**config.mk**
```make
export PLATFORM = sky130hd
export DESIGN_NAME = tile_param_cfg_streamer
export DESIGN_NICKNAME = d
export VERILOG_FILES = /design/src/rtl/tile_cfg_pkg.sv /design/src/rtl/grid_coord_counter.sv /design/src/rtl/tile_param_cfg_streamer.sv
export SDC_FILE = /design/constraint.sdc
export NUM_CORES = 1
export LEC_CHECK = 0
export CORE_MARGIN = 10
export CORE_UTILIZATION = 39
export CTS_CLUSTER_DIAMETER = 200
export DETAILED_ROUTE_END_ITERATION = 7
export PLACE_DENSITY_LB_ADDON = 0.08
export SYNTH_ARGS = -nofsm -noshare
export SYNTH_HDL_FRONTEND = slang
export SYNTH_HIERARCHICAL = 1
export SYNTH_SLANG_ARGS = --single-unit
```
**constraint.sdc**
```tcl
create_clock -name clk -period 2.9 [get_ports clk]
set_input_delay 0.87 -clock clk [delete_from_list [all_inputs] [get_ports clk]]
set_output_delay 0.87 -clock clk [all_outputs]
set_load 0.02 [all_outputs]
```
**src/rtl/tile_cfg_pkg.sv**
```systemverilog
`default_nettype none
// ============================================================================
// Module  : tile_cfg_pkg
// Brief   : Shared types and width helpers for the tile config streamer.
// Revision: 1.0
// ============================================================================
package tile_cfg_pkg;

  typedef enum logic [1:0] {
    ST_IDLE = 2'd0,
    ST_SEND = 2'd1,
    ST_DONE = 2'd2
  } state_t;

  // A 1-entry dimension still needs a 1-bit coordinate port.
  function automatic int max1_clog2(input int n);
    return (n > 1) ? $clog2(n) : 1;
  endfunction

endpackage
`default_nettype wire

```
**src/rtl/grid_coord_counter.sv**
```systemverilog
`default_nettype none
// ============================================================================
// Module  : grid_coord_counter
// Brief   : Row-major (y,x) walker with clear/advance; holds at the last tile.
// Revision: 1.0
// ============================================================================
module grid_coord_counter
  import tile_cfg_pkg::*;
#(
  parameter int N_X_P = 4,
  parameter int N_Y_P = 4,
  localparam int X_W = max1_clog2(N_X_P),
  localparam int Y_W = max1_clog2(N_Y_P)
) (
  input  logic           clk,
  input  logic           reset,
  input  logic           i_clear,
  input  logic           i_adv,
  output logic [X_W-1:0] o_x,
  output logic [Y_W-1:0] o_y,
  output logic [X_W-1:0] o_x_nxt,
  output logic [Y_W-1:0] o_y_nxt,
  output logic           o_last
);

  logic [X_W-1:0] r_x;
  logic [Y_W-1:0] r_y;
  logic [X_W-1:0] w_x_nxt;
  logic [Y_W-1:0] w_y_nxt;
  logic           w_x_end;
  logic           w_y_end;

  assign w_x_end = (r_x == X_W'(N_X_P - 1));
  assign w_y_end = (r_y == Y_W'(N_Y_P - 1));

  always_comb begin
    w_x_nxt = r_x;
    w_y_nxt = r_y;
    if (i_clear) begin
      w_x_nxt = '0;
      w_y_nxt = '0;
    end else if (i_adv && !(w_x_end && w_y_end)) begin
      if (w_x_end) begin
        w_x_nxt = '0;
        w_y_nxt = r_y + 1'b1;
      end else begin
        w_x_nxt = r_x + 1'b1;
      end
    end
  end

  always_ff @(posedge clk) begin
    if (reset) begin
      r_x <= '0;
      r_y <= '0;
    end else begin
      r_x <= w_x_nxt;
      r_y <= w_y_nxt;
    end
  end

  assign o_x     = r_x;
  assign o_y     = r_y;
  assign o_x_nxt = w_x_nxt;
  assign o_y_nxt = w_y_nxt;
  assign o_last  = w_x_end && w_y_end;

endmodule
`default_nettype wire

```
**src/rtl/tile_param_cfg_streamer.sv**
```systemverilog
`default_nettype none
// ============================================================================
// Module  : tile_param_cfg_streamer
// Brief   : Streams a 2-D parameter table row-major over valid/ready with
//           busy/done, transfer count and XOR checksum reporting.
// Revision: 1.0
// ============================================================================
module tile_param_cfg_streamer
  import tile_cfg_pkg::*;
#(
  parameter int N_X_P       = 4,
  parameter int N_Y_P       = 4,
  parameter int DATA_W_P    = 32,
  parameter int SKIP_ZERO_P = 0,
  parameter int TWODIM_P [0:N_Y_P-1][0:N_X_P-1] = '{default: 0},
  localparam int X_W   = max1_clog2(N_X_P),
  localparam int Y_W   = max1_clog2(N_Y_P),
  localparam int CNT_W = $clog2(N_X_P * N_Y_P + 1)
) (
  input  logic                clk,
  input  logic                reset,
  input  logic                start_i,
  output logic                busy_o,
  output logic                done_o,
  output logic                cfg_v_o,
  input  logic                cfg_ready_i,
  output logic [Y_W-1:0]      cfg_y_o,
  output logic [X_W-1:0]      cfg_x_o,
  output logic [DATA_W_P-1:0] cfg_data_o,
  output logic [CNT_W-1:0]    count_o,
  output logic [DATA_W_P-1:0] checksum_o
);

  function automatic logic [DATA_W_P-1:0] f_rom(input logic [Y_W-1:0] y,
                                                input logic [X_W-1:0] x);
    return DATA_W_P'(TWODIM_P[y][x]);
  endfunction

  function automatic logic f_skip(input logic [DATA_W_P-1:0] d);
    return (SKIP_ZERO_P != 0) && (d == '0);
  endfunction

  state_t                r_state;
  state_t                w_state_nxt;
  logic                  w_clear;
  logic                  w_step;
  logic                  w_xfer;
  logic                  w_last;
  logic [X_W-1:0]        w_x;
  logic [Y_W-1:0]        w_y;
  logic [X_W-1:0]        w_x_nxt;
  logic [Y_W-1:0]        w_y_nxt;
  logic [DATA_W_P-1:0]   w_data_nxt;
  logic                  r_busy;
  logic                  r_done;
  logic                  r_valid;
  logic [DATA_W_P-1:0]   r_data;
  logic [CNT_W-1:0]      r_cnt;
  logic [DATA_W_P-1:0]   r_sum;

  grid_coord_counter #(
    .N_X_P (N_X_P),
    .N_Y_P (N_Y_P)
  ) u_coord (
    .clk     (clk),
    .reset   (reset),
    .i_clear (w_clear),
    .i_adv   (w_step),
    .o_x     (w_x),
    .o_y     (w_y),
    .o_x_nxt (w_x_nxt),
    .o_y_nxt (w_y_nxt),
    .o_last  (w_last)
  );

  always_ff @(posedge clk) begin
    if (reset) r_state <= ST_IDLE;
    else       r_state <= w_state_nxt;
  end

  // In SEND an entry with valid low is a skipped one and always steps.
  always_comb begin
    w_state_nxt = r_state;
    w_clear     = 1'b0;
    w_step      = 1'b0;
    w_xfer      = 1'b0;
    case (r_state)
      ST_IDLE: begin
        if (start_i) begin
          w_clear     = 1'b1;
          w_state_nxt = ST_SEND;
        end
      end
      ST_SEND: begin
        w_xfer = r_valid && cfg_ready_i;
        w_step = w_xfer || !r_valid;
        if (w_step && w_last) w_state_nxt = ST_DONE;
      end
      ST_DONE: w_state_nxt = ST_IDLE;
      default: w_state_nxt = ST_IDLE;
    endcase
  end

  // Word/valid are looked up from the coordinate the counter moves to.
  assign w_data_nxt = f_rom(w_y_nxt, w_x_nxt);

  always_ff @(posedge clk) begin
    if (reset) begin
      r_busy  <= 1'b0;
      r_done  <= 1'b0;
      r_valid <= 1'b0;
      r_data  <= '0;
      r_cnt   <= '0;
      r_sum   <= '0;
    end else begin
      r_busy  <= (w_state_nxt == ST_SEND);
      r_done  <= (w_state_nxt == ST_DONE);
      r_valid <= (w_state_nxt == ST_SEND) && !f_skip(w_data_nxt);
      r_data  <= w_data_nxt;
      if (w_clear) begin
        r_cnt <= '0;
        r_sum <= '0;
      end else if (w_xfer) begin
        r_cnt <= r_cnt + 1'b1;
        r_sum <= r_sum ^ r_data;
      end
    end
  end

  assign busy_o     = r_busy;
  assign done_o     = r_done;
  assign cfg_v_o    = r_valid;
  assign cfg_y_o    = w_y;
  assign cfg_x_o    = w_x;
  assign cfg_data_o = r_data;
  assign count_o    = r_cnt;
  assign checksum_o = r_sum;

endmodule
`default_nettype wire

```
==> results of run 1 <==
path summary, 6_finish.rpt:
check	cells past startpoint	slack [ns]	endpoint	startpoint
setup / recovery	1	0.69	cfg_v_o	cfg_v_o
setup reg to reg	4	1.33	u_coord/o_x[0]	r_state[0]
hold reg to reg	1	0.47	u_coord/o_x[0]	u_coord/o_x[0]
hold / removal	1	0.47	u_coord/o_x[0]	u_coord/o_x[0]
where the power goes:
part	switching (mW)	internal, mW	leakage [nW]
registers	0.00461	0.182	0.106
logic	0.0953	0.0190	0.407
clock network	0.0562	0.0532	0.0150
total	0.156	0.254	0.528
final cells by class:
class,instances,share of cell area
sequential,13,0.2396
timing repair buffer,16,0.1452
multi-input combinational,110,0.5518
tap,31,0.03571
clock buffer,4,0.02419
inverter,1,0.003456
through the flow:
stage               instances  setup slack [ns]    util  instance area, µm²  power, mW
floorplan                 191             1.071       -                1361     0.3501
global placement          171            0.4538  0.3843                1060     0.3004
detailed placement        171            0.4670  0.3843                1060     0.3002
CTS                       175            0.6661  0.3938                1086     0.4094
global route              175            0.6166  0.3938                1086     0.4340
finish                    175            0.6942  0.3938                1086     0.4102
registers in the layout, indices dropped and copies added, names as in the netlist:
signal       flops
u_coord/o_x      2
done_o           1
u_coord/o_y      2
cfg_v_o          1
count_o          5
r_state          2
layer usage:
| layer | vias to the layer above | track usage | wire, µm |
|---|---|---|---|
| li1 | 327 | - | - |
| met1 | 288 | 0.06422 | 663 |
| met2 | 41 | 0.1108 | 971 |
| met3 | 2 | 0.04441 | 399 |
| met4 | 0 | 0.03106 | 12 |
| met5 | - | 0 | 0 |
==> metrics.md, run 1 <==
| Metric | Value |
|---|---|
| Type of element launching the critical path | flop |
| Number of setup violations in the final report | 0 |
| Synth warnings | 6 |
| Later-pin clock latency in the skew report | 0.27 ns |
| Number of diodes added for antenna fixing | 0 |
| CTS tree | done |
| RSZ-0062 raised after global routing | false |
| Period utilization | 0.7606 |
| Placement row count | 19 |
| Die area | 5432 µm² |
| Setup tns final | 0 ns |
| Leading cell type in the layout, fill and taps excluded | conb_1 |
| Max capacitance violation total | 0 |
| Required arrival time at the worst endpoint | 2.03 ns |
| Max-slew violation total from the final report | 0 |
| Commonest cells after routing, fill and taps aside | conb_1, clkdlybuf4s50_1, dfxtp_1 |
| Clock root cell | clkbuf_4 |
| Post-detailed-route count of antenna-violating nets | 0 |
| Minimum clock period | 2.206 ns |
| Synth-to-layout area growth | -3.448% |
| Number of optimization iterations in the first detailed-route pass | 4 |
| Mean instance size in the synthesized netlist | 8.788 µm² |
| Area of the mapped netlist | 1125 µm² |
| Clock Path Buffers | 2 |
| Clock Pin Slew Worst Setup and Hold Paths | approximately 0.080 ns |
| Die H | 73.71 µm |
| DP Wirelength | 1787 µm |
| Total via count in the routed design | 658 |
| Leakage power | roughly 0.53 nW |
| Setup Skew | about 0.0054 ns |
| Worst IR drop on VDD | 175.4 µV |
| Worst path bufs/invs | 1 |
| Routability Congestion | ~0.69 |
| Initial core utilization | 0.4079 |
| Chain of cells forming the critical path | clkdlybuf4s50_1 |
| Total routing usage reported by global routing | 0.06750 |
| Post-CTS sizing | 0 |
| Core ar. | 2758 µm² |
| Largest net degree at the start of global routing | 14 |
| Maximum net fanout on the critical path | 4 |
| Multi-input logic area | 599.3 µm² |
| Final worst hold slack | 0.4682 ns |
| Drt drc | 0 |
| Filler instances | roughly 290 |
| Critical setup path kind | flop to primary output |
| Routed wire length | 2046 µm |
| Number of buffers created by CTS | 3 |
| Count of input and output buffers | 15 |
| Slowest Stage Delay on Critical Path | 0.64 ns |
| Number of buffers added to fix hold violations after cts | 0 |
| Post-CTS repair timing setup buffer count | 0 |
| Final hold violation count | 0 |
| Max Clock Freq | 0.4533 GHz |
| Cell type of the slowest stage on the worst timing path | clkdlybuf4s50_1 |
| Sequential Area | 260.3 µm² |
| Crit path max-delay family | buffers and inverters |
| Class of the tightest hold or removal check | flop to flop |
| Initial antenna violation count | 0 |
| Remaining global-route overflow | 0 |
| Nets | 152 |
| Detail-routed net length per standard cell | 11.69 µm |
| First-pass GRT wire length | 2980 µm |
| Vias per cell | 3.760 |
| Ratio of total power to cell area | 377.7 nW/µm² |
| Endpoint kind of the worst setup timing path | primary output |
| Count of mapped cells out of synthesis | about 130 |
| Chip width | 73.71 µm |
| Total I/O pin count | 80 |
| Clock sink count | 13 |
| Run status | completed |
| Vias in the first global route | 632 |
| Critical path data arrival time | 1.34 ns |
| DRC violation total after the first TritonRoute iteration | 7 |
| Share of final-layout standard cells stronger than drive strength 1 | 0.09028 |
| Deepest level of the CTS H-tree | 1 |
Note: power is estimated with default switching activity, not from simulation.
==> run 2: changes to the inputs <==
Settings changed: CORE_UTILIZATION 39 to 33.
Clock period 2.9 ns to 2 ns, I/O delays scaled along.
==> metrics.md, run 2 (synthesis results as in run 1) <==
| Metric | Value |
|---|---|
| Core ar. | 3311 µm² |
| Synth-to-layout area growth | 2.781% |
| Post-detailed-route count of antenna-violating nets | 0 |
| Number of diodes added for antenna fixing | 0 |
| Max FFs per register | 5 |
| Type of element launching the critical path | flop |
| Setup Skew | about 0.0067 ns |
| Clock Path Buffers | 2 |
| Number of buffers added to fix hold violations after cts | 0 |
| Detail-routed net length per standard cell | 10.94 µm |
| Routability Congestion | 0.6969 |
| Max Clock Freq | 0.5155 GHz |
| Die H | 78.38 µm |
| Worst path bufs/invs | 1 |
| Nets | 158 |
| Chip width | about 78 µm |
| Number of optimization iterations in the first detailed-route pass | 4 |
| Critical setup path kind | flop to primary output |
| Later-pin clock latency in the skew report | 0.28 ns |
| Class of the tightest hold or removal check | flop to flop |
| Count of input and output buffers | 15 |
| Remaining global-route overflow | 0 |
| Max-slew violation total from the final report | 0 |
| Minimum setup slack among reg-to-reg paths | roughly 0.41 ns |
| Worst IR drop on VDD | 205.6 µV |
| Period utilization | 0.9700 |
| Clock root cell | clkbuf_4 |
| Chain of cells forming the critical path | clkdlybuf4s50_1 |
| Run status | completed |
| Deepest level of the CTS H-tree | 1 |
| Worst r2r src | r_state[0] |
| Setup tns final | 0 ns |
| Register share of total power | 0.439 |
| Total routing usage reported by global routing | 0.06413 |
| Maximum net fanout on the critical path | 4 |
| Routed wire length | 2144 µm |
| Leakage power | 0.5903 nW |
| First-pass GRT wire length | roughly 3300 µm |
| Endpoint kind of the worst setup timing path | primary output |
| Worst setup slack after placement | -0.09455 ns |
| Final worst slack | 0.06006 ns |
| Minimum clock period | 1.940 ns |
| Total I/O pin count | 80 |
| Slowest Stage Delay on Critical Path | approximately 0.64 ns |
| Max capacitance violation total | 0 |
| Total via count in the routed design | approximately 680 |
| Clock sink count | 13 |
| Largest net degree at the start of global routing | 12 |
| Die area | 6143 µm² |
| Worst setup path startpoint | cfg_v_o |
| Final hold violation count | 0 |
| Number of buffers created by CTS | 3 |
| Ratio of total power to cell area | 532.5 nW/µm² |
| Initial core utilization | 0.3398 |
| Sw Share | 0.3937 |
| Cell type of the slowest stage on the worst timing path | clkdlybuf4s50_1 |
| Placement row count | 21 |
| Final non-filler cell area | 1156 µm² |
| Worst min-delay path startpoint | count_o[4] |
| Final worst hold slack | 0.4815 ns |
| Commonest cells after routing, fill and taps aside | conb_1, dfxtp_1, clkdlybuf4s50_1 |
| CTS tree | done |
| Switching power | ~240 µW |
| Standard cell area after detailed placement | 1124 µm² |
| DRC violation total after the first TritonRoute iteration | 12 |
| Int Power | 373.3 µW |
| Vias per cell | 3.459 |
| Share of final-layout standard cells stronger than drive strength 1 | 0.1333 |
| Clock Pin Slew Worst Setup and Hold Paths | 0.09 ns |
| Required arrival time at the worst endpoint | 1.40 ns |
| Clock share of power | 0.276 |
| Leading cell type in the layout, fill and taps excluded | conb_1 |
| DP Wirelength | around 1900 µm |
| Number of setup violations in the final report | 0 |
| Initial antenna violation count | 0 |
| Vias in the first global route | 686 |
| Combinational fraction of design power | 0.285 |
| RSZ-0062 raised after global routing | false |
| Crit path max-delay family | buffers and inverters |
| Drt drc | 0 |
| Critical path data arrival time | ~1.3 ns |
-- run 2: final timing paths --
check             cells past startpoint              to
setup / recovery                      1         cfg_v_o
hold / removal                        2      count_o[4]
setup reg to reg                      4  u_coord/o_y[1]
hold reg to reg                       2      count_o[4]
-- run 2: cell type report --
class | count | area, µm²
inverter | 1 | 3.754
fill | 366 | 2155
clock inverter | 1 | 5.005
clock buffer | 3 | 22.52
multi-input combinational | 110 | 599.3
tap | 46 | 57.56
sequential | 13 | 260.3
timing repair buffer | 22 | 207.7
-- run 2: power by group through the flow --
| stage | clock network (mW) | logic, mW | registers (mW) |
|---|---|---|---|
| finish | 0.170 | 0.175 | 0.271 |
| CTS | 0.179 | 0.170 | 0.271 |
| global route | 0.188 | 0.190 | 0.272 |
| floorplan | 0 | 0.228 | 0.280 |
| detailed placement | 0 | 0.169 | 0.277 |
| global placement | 0 | 0.169 | 0.277 |
-- run 2: routing by layer --
metal,vias to the layer above,track usage,share of wire
met5,-,0,0
met4,0,0.02151,0
met3,0,0.05239,0.16
met2,38,0.1069,0.50
met1,299,0.05744,0.34
li1,341,-,-
-- run 2: worst reg2reg max path: stages, from the launching register on --
cell     delay [ns]
dfxtp_1        0.44
or2b_1         0.29
nor2b_1        0.18
and3b_1        0.26
mux2_4         0.31
-- run 2: timing repair --
item | 4_1_cts | 5_1_grt
gates resized for setup | 0 | 2
setup buffers | 0 | 0
endpoints found under the setup margin | 0 | 3
-- run 2: per-stage QoR --
| stage | instances | util | power, mW |
|---|---|---|---|
| after global routing | 196 | 0.3492 | 0.6496 |
| after floorplan | 191 | - | 0.5076 |
| final | 196 | 0.3492 | 0.6157 |
| after global placement | 192 | 0.3394 | 0.4462 |
| after detailed placement | 192 | 0.3394 | 0.4463 |
| after CTS | 196 | 0.3477 | 0.6195 |
